==> config.mk <==
export PLATFORM = sky130hd
export DESIGN_NAME = crc_encoder
export DESIGN_NICKNAME = d
export VERILOG_FILES = /design/src/rtl/crc_encoder.sv
export SDC_FILE = /design/constraint.sdc
export NUM_CORES = 1
export LEC_CHECK = 0
export ABC_CLOCK_PERIOD_IN_PS = 1600
export CAP_MARGIN = 20
export CELL_PAD_IN_SITES_DETAIL_PLACEMENT = 0
export CELL_PAD_IN_SITES_GLOBAL_PLACEMENT = 1
export CORE_MARGIN = 2
export CORE_UTILIZATION = 30
export CTS_BUF_LIST = sky130_fd_sc_hd__clkbuf_4 sky130_fd_sc_hd__clkbuf_8 sky130_fd_sc_hd__clkbuf_16
export DETAILED_ROUTE_END_ITERATION = 10
export PLACE_DENSITY_LB_ADDON = 0.1
export RECOVER_POWER = 100
export SKIP_CTS_REPAIR_TIMING = 1
export SKIP_LAST_GASP = 1
export SLEW_MARGIN = 5
export SYNTH_ARGS = -nofsm -noshare
export SYNTH_HDL_FRONTEND = slang
export SYNTH_SLANG_ARGS = --single-unit
==> constraint.sdc <==
create_clock -name clk -period 1.6 [get_ports clk]
set_input_delay 0.4 -clock clk [delete_from_list [all_inputs] [get_ports clk]]
set_output_delay 0.4 -clock clk [all_outputs]
set_load 0.01 [all_outputs]
==> src/rtl/crc_encoder.sv <==
// ============================================================================
// Module   : crc_encoder
// Brief    : Serial (one bit per clock, MSB first) CRC encoder. Latches a
//            parallel message and a run-time generator polynomial, computes
//            the remainder by plain polynomial division (init 0, no
//            reflection, no final XOR) and launches the codeword
//            {msg, crc} to a downstream decoder with a one-cycle ctrlen
//            strobe once the decoder reports ready.
// Options  : CRC_ENCODER_ERRINJ_EN - adds an errinj port whose value, latched
//            at start, is XORed into the launched codeword.
// Revision : 1.0 - initial release
// ============================================================================
`default_nettype none

module crc_encoder #(
  parameter int DATAWIDTH = 48,
  parameter int CRCWIDTH  = 8
) (
  input  logic                          clk,
  input  logic                          resetn,
  input  logic                          start,
  input  logic [DATAWIDTH-CRCWIDTH-1:0] msgin,
  input  logic [CRCWIDTH:0]             genPoly,
  input  logic                          dec_ready,
`ifdef CRC_ENCODER_ERRINJ_EN
  input  logic [DATAWIDTH-1:0]          errinj,
`endif
  output logic                          encready,
  output logic                          ctrlen,
  output logic [DATAWIDTH-1:0]          dataout,
  output logic [CRCWIDTH:0]             genPolyout
);

  localparam int MSGWIDTH = DATAWIDTH - CRCWIDTH;
  localparam int CNTWIDTH = 9;
  localparam logic [CNTWIDTH-1:0] C_LAST_BIT = CNTWIDTH'(MSGWIDTH - 1);

  localparam logic [1:0] S_IDLE = 2'd0;
  localparam logic [1:0] S_CALC = 2'd1;
  localparam logic [1:0] S_HOLD = 2'd2;
  localparam logic [1:0] S_EMIT = 2'd3;

  logic [1:0]           r_state;
  logic [1:0]           w_state_next;
  logic [MSGWIDTH-1:0]  r_shift;     // consumed MSB first during CALC
  logic [MSGWIDTH-1:0]  r_msg;       // untouched copy for the codeword
  logic [CRCWIDTH-1:0]  r_crc;
  logic [CNTWIDTH-1:0]  r_cnt;
  logic [DATAWIDTH-1:0] r_dataout;
  logic [CRCWIDTH:0]    r_genpoly;

  logic                 w_msgbit;
  logic                 w_fb;
  logic                 w_last;
  logic [CRCWIDTH-1:0]  w_crc_next;
  logic [DATAWIDTH-1:0] w_codeword;

  assign w_msgbit   = r_shift[MSGWIDTH-1];
  assign w_fb       = r_crc[CRCWIDTH-1] ^ w_msgbit;
  assign w_last     = (r_cnt == C_LAST_BIT);
  // The x^CRCWIDTH term of the polynomial is implicit: only the low bits feed back.
  assign w_crc_next = {r_crc[CRCWIDTH-2:0], 1'b0}
                    ^ (w_fb ? r_genpoly[CRCWIDTH-1:0] : {CRCWIDTH{1'b0}});

`ifdef CRC_ENCODER_ERRINJ_EN
  logic [DATAWIDTH-1:0] r_errinj;
  assign w_codeword = {r_msg, w_crc_next} ^ r_errinj;

  // Error pattern captured together with the message so later changes have no effect.
  always_ff @(posedge clk or negedge resetn) begin
    if (!resetn) begin
      r_errinj <= '0;
    end else if (r_state == S_IDLE && start) begin
      r_errinj <= errinj;
    end
  end
`else
  assign w_codeword = {r_msg, w_crc_next};
`endif

  // Next-state decode; dec_ready matters only in HOLD, EMIT always returns to IDLE.
  always_comb begin
    w_state_next = r_state;
    case (r_state)
      S_IDLE:  if (start)     w_state_next = S_CALC;
      S_CALC:  if (w_last)    w_state_next = S_HOLD;
      S_HOLD:  if (dec_ready) w_state_next = S_EMIT;
      S_EMIT:                 w_state_next = S_IDLE;
      default:                w_state_next = S_IDLE;
    endcase
  end

  // State register.
  always_ff @(posedge clk or negedge resetn) begin
    if (!resetn) begin
      r_state <= S_IDLE;
    end else begin
      r_state <= w_state_next;
    end
  end

  // Datapath: latch at start, shift/divide in CALC, publish codeword on HOLD entry.
  always_ff @(posedge clk or negedge resetn) begin
    if (!resetn) begin
      r_shift   <= '0;
      r_msg     <= '0;
      r_crc     <= '0;
      r_cnt     <= '0;
      r_dataout <= '0;
      r_genpoly <= '0;
    end else begin
      case (r_state)
        S_IDLE: begin
          if (start) begin
            r_shift   <= msgin;
            r_msg     <= msgin;
            r_genpoly <= genPoly;
            r_crc     <= '0;
            r_cnt     <= '0;
          end
        end
        S_CALC: begin
          r_crc   <= w_crc_next;
          r_shift <= {r_shift[MSGWIDTH-2:0], 1'b0};
          if (w_last) begin
            // Last bit: the freshly computed remainder goes straight into the codeword.
            r_cnt     <= '0;
            r_dataout <= w_codeword;
          end else begin
            r_cnt <= r_cnt + 1'b1;
          end
        end
        default: begin
        end
      endcase
    end
  end

  assign encready   = (r_state == S_IDLE);
  assign ctrlen     = (r_state == S_EMIT);
  assign dataout    = r_dataout;
  assign genPolyout = r_genpoly;

endmodule

`default_nettype wire

==> results.yml, run 1 <==
die:
  dieArea_um2: 22900
  die_width_um: 151
  start_util: 0.308
  die_y_um: 151
  ioPinCount: 112
  rows: 53
  coreArea_um2: 21200
synth:
  ys_ff_latch: 156
  synthTopCellsByArea: "dfrtp_1 (60%), mux2_2 (11%), mux2i_1 (6.3%)"
  synth-seq-area-share: 0.599
  syn_inst: 496
  synth_top_cell_by_area: "dfrtp_1"
  syn_nets: 554
  synth_warnings: 0
  synth_cell_types: 31
  synth.avg_cell_area_um2: 13.1
  synth_top_cell_area_share: 0.599
  netlist_area_um2: 6520
routing:
  wirelength_um: 16200
  via_per_inst: 4.56
  drc: 0
  postRouteAntennaNets: 0
  drtIter0Drc: 160
  vias: 4372
  drt_pre_antenna_iters: 4
  post_drt_wl_per_cell_um: 16.9
timing:
  fin_skew_ns: 0.0110
  hold-worst-slack_ns: 0.315
  tightest_slew_ns: 0.843
  slew_viol_final: 0
  hold_viol_final: 0
  final.period_utilization: 1.04
  fin_crit_ns: 1.66
  finalSetupViolCount: 86
  final.setup.worst_slack_ns: -0.0611
  rsz0062_at_grt: "yes"
  relSlewSlack: 0.438
  finalSetupTns_ns: -2.19
  fmax_mhz: 602
setup_path:
  critPathCaptureType: "register"
  worstPathRequired_ns: 1.89
  critPathKind: "reg -> reg"
  worstSetupStartpointType: "register"
  worstSetupStartpoint: "r_state[0]"
  worst-path-max-fanout: 9
  critPathArrivalTime_ns: 1.95
  r2r-start: "r_state[0]"
power:
  p_switching_w: 0.00550
  p_seq_frac: 0.346
  leakagePower_nw: 5.49
  peakVddDrop_mv: 0.854
  powerDensity_nw_per_um2: 1700
  p_int_w: 0.0114
  p_total_w: 0.0169
  pwr-share-comb: 0.416
  pwr-share-clk: 0.239
  p_sw_frac: 0.326
placed_design:
  dp_hpwl_um: 9550
  portBuffers: 111
  pre_cts_ws_ns: -0.332
  place_inst: 895
  gp_congestion: 0.734
finish:
  nets: 729
  fill_cells: 1892
  multi_input_area_um2: 2820
  antenna_cells: 0
  layout-drive-gt1-share: 0.391
  seqCellArea_um2: 3910
  area_delta_synth_final_pct: 52.3
  finalNonFillerCells: 958
clock_network:
  cts_root_buf: "clkbuf_16"
  clk_latency_ns: 0.42
  clkTransAtPathRegs_ns: 0.07
  max-clock-path-buffers: 2
  h-tree-depth: 4
  cts.sinks: 156
  cts_buffers: 17
  cts_tree: "yes"
run:
  cap_violations: 0
global_route:
  grt_pass1_wl_um: 22100
  grt_start_max_net_pins: 66
  grt_pass1_vias: 4233
  antenna_found_initial: 0
  grt_use_total: 0.126
  grt_remaining_overflow: 0
outcome:
  status: "finished, violations left"
  violations: "negative setup slack"
worst_hold_path:
  min_path_type: "in -> async"
-- metal layers --
| layer | routed length [µm] | track usage | vias up |
|---|---|---|---|
| met1 | 7610 | 0.168 | 2201 |
| met4 | 116 | 0.0379 | 0 |
| met3 | 567 | 0.0364 | 10 |
| met2 | 7880 | 0.198 | 79 |
| li1 | - | - | 2082 |
| met5 | 0 | 0 | - |
-- worst max-delay path, stage by stage, from the launching register on --
cell and delay, ns:
dfrtp_1 0.41, buf_4 0.15, ha_4 0.17, mux2i_4 0.33
buf_12 0.22, clkbuf_16 0.15, o21ai_0 0.09
-- state kept, by name, summed over array words and instances, names as in the netlist --
| register | cells |
|---|---|
| r_crc | 8 |
| dataout | 48 |
| r_cnt | 9 |
| genPolyout | 9 |
| r_msg | 40 |
| r_shift | 40 |
| r_state | 2 |
-- stage by stage --
step / utilization / cell area, µm²
finish: 0.469 / 9930
global route: 0.469 / 9930
CTS: 0.421 / 8910
detailed placement: 0.394 / 8330
global placement: 0.394 / 8330
floorplan: - / 6560
-- cell type report --
class / count / share of cell area
Sequential cell: 156 / 0.393
Multi-Input combinational cell: 310 / 0.284
Timing Repair Buffer: 181 / 0.227
Clock buffer: 19 / 0.0450
Tap cell: 275 / 0.0347
Clock inverter: 12 / 0.0141
Inverter: 5 / 0.00189
-- power by group through the flow --
stage	sequential (W)	combinational, W	clock [W]
after floorplan	0.00566	0.00282	0
after CTS	0.00570	0.00449	0.00416
after global placement	0.00573	0.00437	0
final	0.00584	0.00702	0.00403
after global routing	0.00598	0.00758	0.00434
after detailed placement	0.00577	0.00447	0
-- cells in the mapped netlist, drive strengths merged --
| master | number |
|---|---|
| nand3 | 4 |
| mux2 | 90 |
| o31ai | 2 |
| nor3b | 1 |
| clkbuf | 8 |
| buf | 18 |
| xnor2 | 5 |
| dfrtp | 156 |
| or3 | 1 |
| nor2 | 6 |
| nand2b | 2 |
| o21ai | 56 |
| ha | 5 |
| nand2 | 72 |
| xor2 | 8 |
| a211oi | 1 |
| mux2i | 41 |
| nor4 | 1 |
| a21o | 1 |
| inv | 5 |
| o22ai | 1 |
| nor3 | 2 |
| and4b | 1 |
| or4 | 1 |
| a21oi | 2 |
| and2 | 2 |
| a22o | 2 |
| nor4b | 1 |
| nand4 | 1 |
-- path summary, 6_finish.rpt --
| path | slack [ns] | depth (start not counted) | to |
|---|---|---|---|
| setup / recovery | -0.06 | 6 | r_shift[37] |
| max in group asynchronous | 0.21 | 3 | r_shift[23] |
| hold / removal | 0.32 | 2 | dataout[15] |
| hold reg to reg | 0.47 | 2 | dataout[7] |
| setup reg to reg | -0.06 | 6 | r_shift[37] |
| min in group clk | 0.47 | 2 | dataout[7] |
-- logic make-up (layout without fill, tap and decap cells) --
family / Yosys count / after routing / synth area share
flip-flops: 156 / 156 / 0.599
AO/OA/AOI/OAI: 65 / 65 / 0.0528
XOR/XNOR: 13 / 13 / 0.0175
multiplexers: 131 / 131 / 0.232
AND/OR/NAND/NOR: 95 / 96 / 0.0637
adder cells (fa/ha/maj): 5 / 5 / 0.00960
buffers and inverters: 31 / 217 / 0.0251
-- cell usage in the layout, fill, tap and decap left out, types with 3 or more instances in the layout --
cell             netlist  routed
buf_12                 0      14
buf_4                  0      29
buf_6                  4       8
buf_8                  0       3
clkbuf_16              0      31
clkbuf_4               0       3
clkdlybuf4s50_1        0      51
clkinvlp_4             0       5
dfrtp_1              156     155
dlymetal6s2s_1         0      58
ha_2                   0       3
inv_1                  5       3
mux2_2                66      66
mux2_4                24      24
mux2i_1               41      37
nand2_1               72      35
nand2_2                0      21
nand2_4                0      16
nand3_1                4       3
nor2_1                 6       6
o21ai_0               56      21
o21ai_1                0      15
o21ai_2                0      20
xnor2_1                5       5
xor2_1                 8       8
(Power assumes the default switching activity.)
==> run 2: changes to the inputs <==
--- a/config.mk
+++ b/config.mk
@@ -5,13 +5,13 @@
 export SDC_FILE = /design/constraint.sdc
 export NUM_CORES = 1
 export LEC_CHECK = 0
-export ABC_CLOCK_PERIOD_IN_PS = 1600
-export CAP_MARGIN = 20
+export ABC_CLOCK_PERIOD_IN_PS = 1940
 export CELL_PAD_IN_SITES_DETAIL_PLACEMENT = 0
 export CELL_PAD_IN_SITES_GLOBAL_PLACEMENT = 1
 export CORE_MARGIN = 2
 export CORE_UTILIZATION = 30
 export CTS_BUF_LIST = sky130_fd_sc_hd__clkbuf_4 sky130_fd_sc_hd__clkbuf_8 sky130_fd_sc_hd__clkbuf_16
+export CTS_CLUSTER_SIZE = 25
 export DETAILED_ROUTE_END_ITERATION = 10
 export PLACE_DENSITY_LB_ADDON = 0.1
 export RECOVER_POWER = 100
==> constraint.sdc (replaced) <==
create_clock -name clk -period 1.94 [get_ports clk]
set_input_delay 0.485 -clock clk [delete_from_list [all_inputs] [get_ports clk]]
set_output_delay 0.485 -clock clk [all_outputs]
set_load 0.01 [all_outputs]
==> run 2 against run 1 <==
Final cell count decreased by 4.7%. Clock power decreased by 19%. Register-to-register slack better by 0.21 ns. Die area is the same. First-iteration DRC count down 23%. Critical path type is now reg -> out. The run now ends clean. Critical path depth is 5 lower. Clock skew rose by 0.0017 ns. Global-route usage grew 0.57 points.
==> results.yml, run 2 (synthesized netlist as in run 1, its figures left out) <==
outcome:
  status: "completed"
setup_path:
  worstPathRequired_ns: 1.45
  cp_slowest_stage_delay_ns: 0.60
  critPathCaptureType: "output port"
  critPathArrivalTime_ns: 1.39
  crit_buf_inv: 1
  critPathKind: "reg -> out"
  worst-path-max-fanout: 2
  worstSetupStartpointType: "register"
  crit_slowest_cell: "dlygate4sd3_1"
  cp_top_family: "buffers and inverters"
  path_cells: "dlygate4sd3_1"
placed_design:
  gp_congestion: 0.734
  place_area_um2: 8170
  pre_cts_ws_ns: -0.0535
  dp_hpwl_um: 9720
  place_inst: 881
  portBuffers: 111
power:
  p_switching_w: 0.00347
  leakagePower_nw: 3.90
  powerDensity_nw_per_um2: 1310
  pwr-share-clk: 0.290
  pwr-share-comb: 0.296
  p_sw_frac: 0.306
  p_seq_frac: 0.415
  peakVddDrop_mv: 0.759
  p_int_w: 0.00785
finish:
  fill_cells: 1964
  multi_input_area_um2: 2420
  finalNonFillerCells: 913
  layout-drive-gt1-share: 0.204
  largest_reg_flops: 48
  final_cell_mix: "dfrtp_1 (156), clkdlybuf4s50_1 (106), nand2_1 (72)"
  nets: 684
  seqCellArea_um2: 3900
  final_area_um2: 8620
  antenna_cells: 0
  final_common_cell: "dfrtp_1"
  utilization: 0.408
  area_delta_synth_final_pct: 32.3
timing:
  fin_crit_ns: 1.87
  final.period_utilization: 0.966
  slew_viol_final: 0
  rsz0062_at_grt: "no"
  hold_viol_final: 0
  final.setup.worst_slack_ns: 0.0661
  fmax_mhz: 534
  fin_skew_ns: 0.0127
  finalSetupViolCount: 0
  relSlewSlack: 0.336
  tightest_slew_ns: 0.996
run:
  cap_violations: 0
global_route:
  grt_pass1_vias: 4373
  grt_pass1_wl_um: 23000
  antenna_found_initial: 0
  grt_remaining_overflow: 0
  grt_start_max_net_pins: 49
  grt_use_total: 0.131
routing:
  drtIter0Drc: 124
  post_drt_wl_per_cell_um: 15.3
  vias: 4110
  via_per_inst: 4.50
  postRouteAntennaNets: 0
  drt_pre_antenna_iters: 4
  wirelength_um: 13900
  drc: 0
die:
  start_util: 0.308
  dieArea_um2: 22900
  coreArea_um2: 21200
  ioPinCount: 112
  die_width_um: 151
  die_y_um: 151
  rows: 53
worst_hold_path:
  min_path_type: "reg -> reg"
clock_network:
  clk_latency_ns: 0.42
  clkTransAtPathRegs_ns: 0.06
  h-tree-depth: 4
  cts_buffers: 17
  cts_root_buf: "clkbuf_16"
  cts.sinks: 156
  cts_tree: "yes"
  max-clock-path-buffers: 2
==> run 2: changes by cell type in the layout (fill, tap and decap cells not counted), sizes merged <==
cell           before  now
clkdlybuf4s50      51  106
dlymetal6s2s       58    1
dlygate4sd3         1    3
buf                54   17
inv                 8    5
nand2              73   72
clkinv              2    4
clkbuf             36   31
clkinvlp            5    4
==> run 2: worst paths after layout <==
kind	cells after the start	endpoint	start	slack [ns]
worst max register to register	5	dataout[10]	r_cnt[0]	0.15
worst max-delay path	1	genPolyout[8]	genPolyout[8]	0.07
worst min register to register	1	dataout[37]	r_msg[29]	0.48
worst min-delay path	1	dataout[37]	r_msg[29]	0.48
max in group asynchronous	3	r_cnt[2]	resetn	0.32
min in group asynchronous	2	dataout[16]	resetn	0.76
==> run 2: area by class of cell <==
cell class | instances | area share
Multi-Input combinational cell | 309 | 0.280
Sequential cell | 156 | 0.453
Clock buffer | 21 | 0.0543
Timing Repair Buffer | 137 | 0.157
Inverter | 5 | 0.00218
Clock inverter | 10 | 0.0136
Tap cell | 275 | 0.0399
==> run 2: power groups by stage <==
stage | combinational [W] | clock (W) | sequential (W)
after floorplan | 0.00225 | 0 | 0.00467
after global placement | 0.00342 | 0 | 0.00474
after detailed placement | 0.00350 | 0 | 0.00477
after CTS | 0.00352 | 0.00341 | 0.00471
after global routing | 0.00380 | 0.00356 | 0.00482
final | 0.00335 | 0.00328 | 0.00470
==> run 2: stage by stage <==
stage	TNS [ns]	power [W]	hold slack (ns)
2_1_floorplan	0	0.00692	0.189
3_3_place_gp	-0.400	0.00816	0.413
3_5_place_dp	-1.49	0.00828	0.420
4_1_cts	-0.596	0.0116	-0.0393
5_1_grt	0	0.0122	0.503
6_report	0	0.0113	0.476
==> run 2: per-layer routing <==
layer / global-route usage / vias to the layer above / share of wire / wire length [µm]
met4: 0.0379 / 0 / 0.0098 / 137
met3: 0.0373 / 10 / 0.034 / 480
li1: - / 1986 / - / -
met2: 0.212 / 60 / 0.48 / 6680
met1: 0.173 / 2054 / 0.48 / 6650
met5: 0 / - / 0 / 0
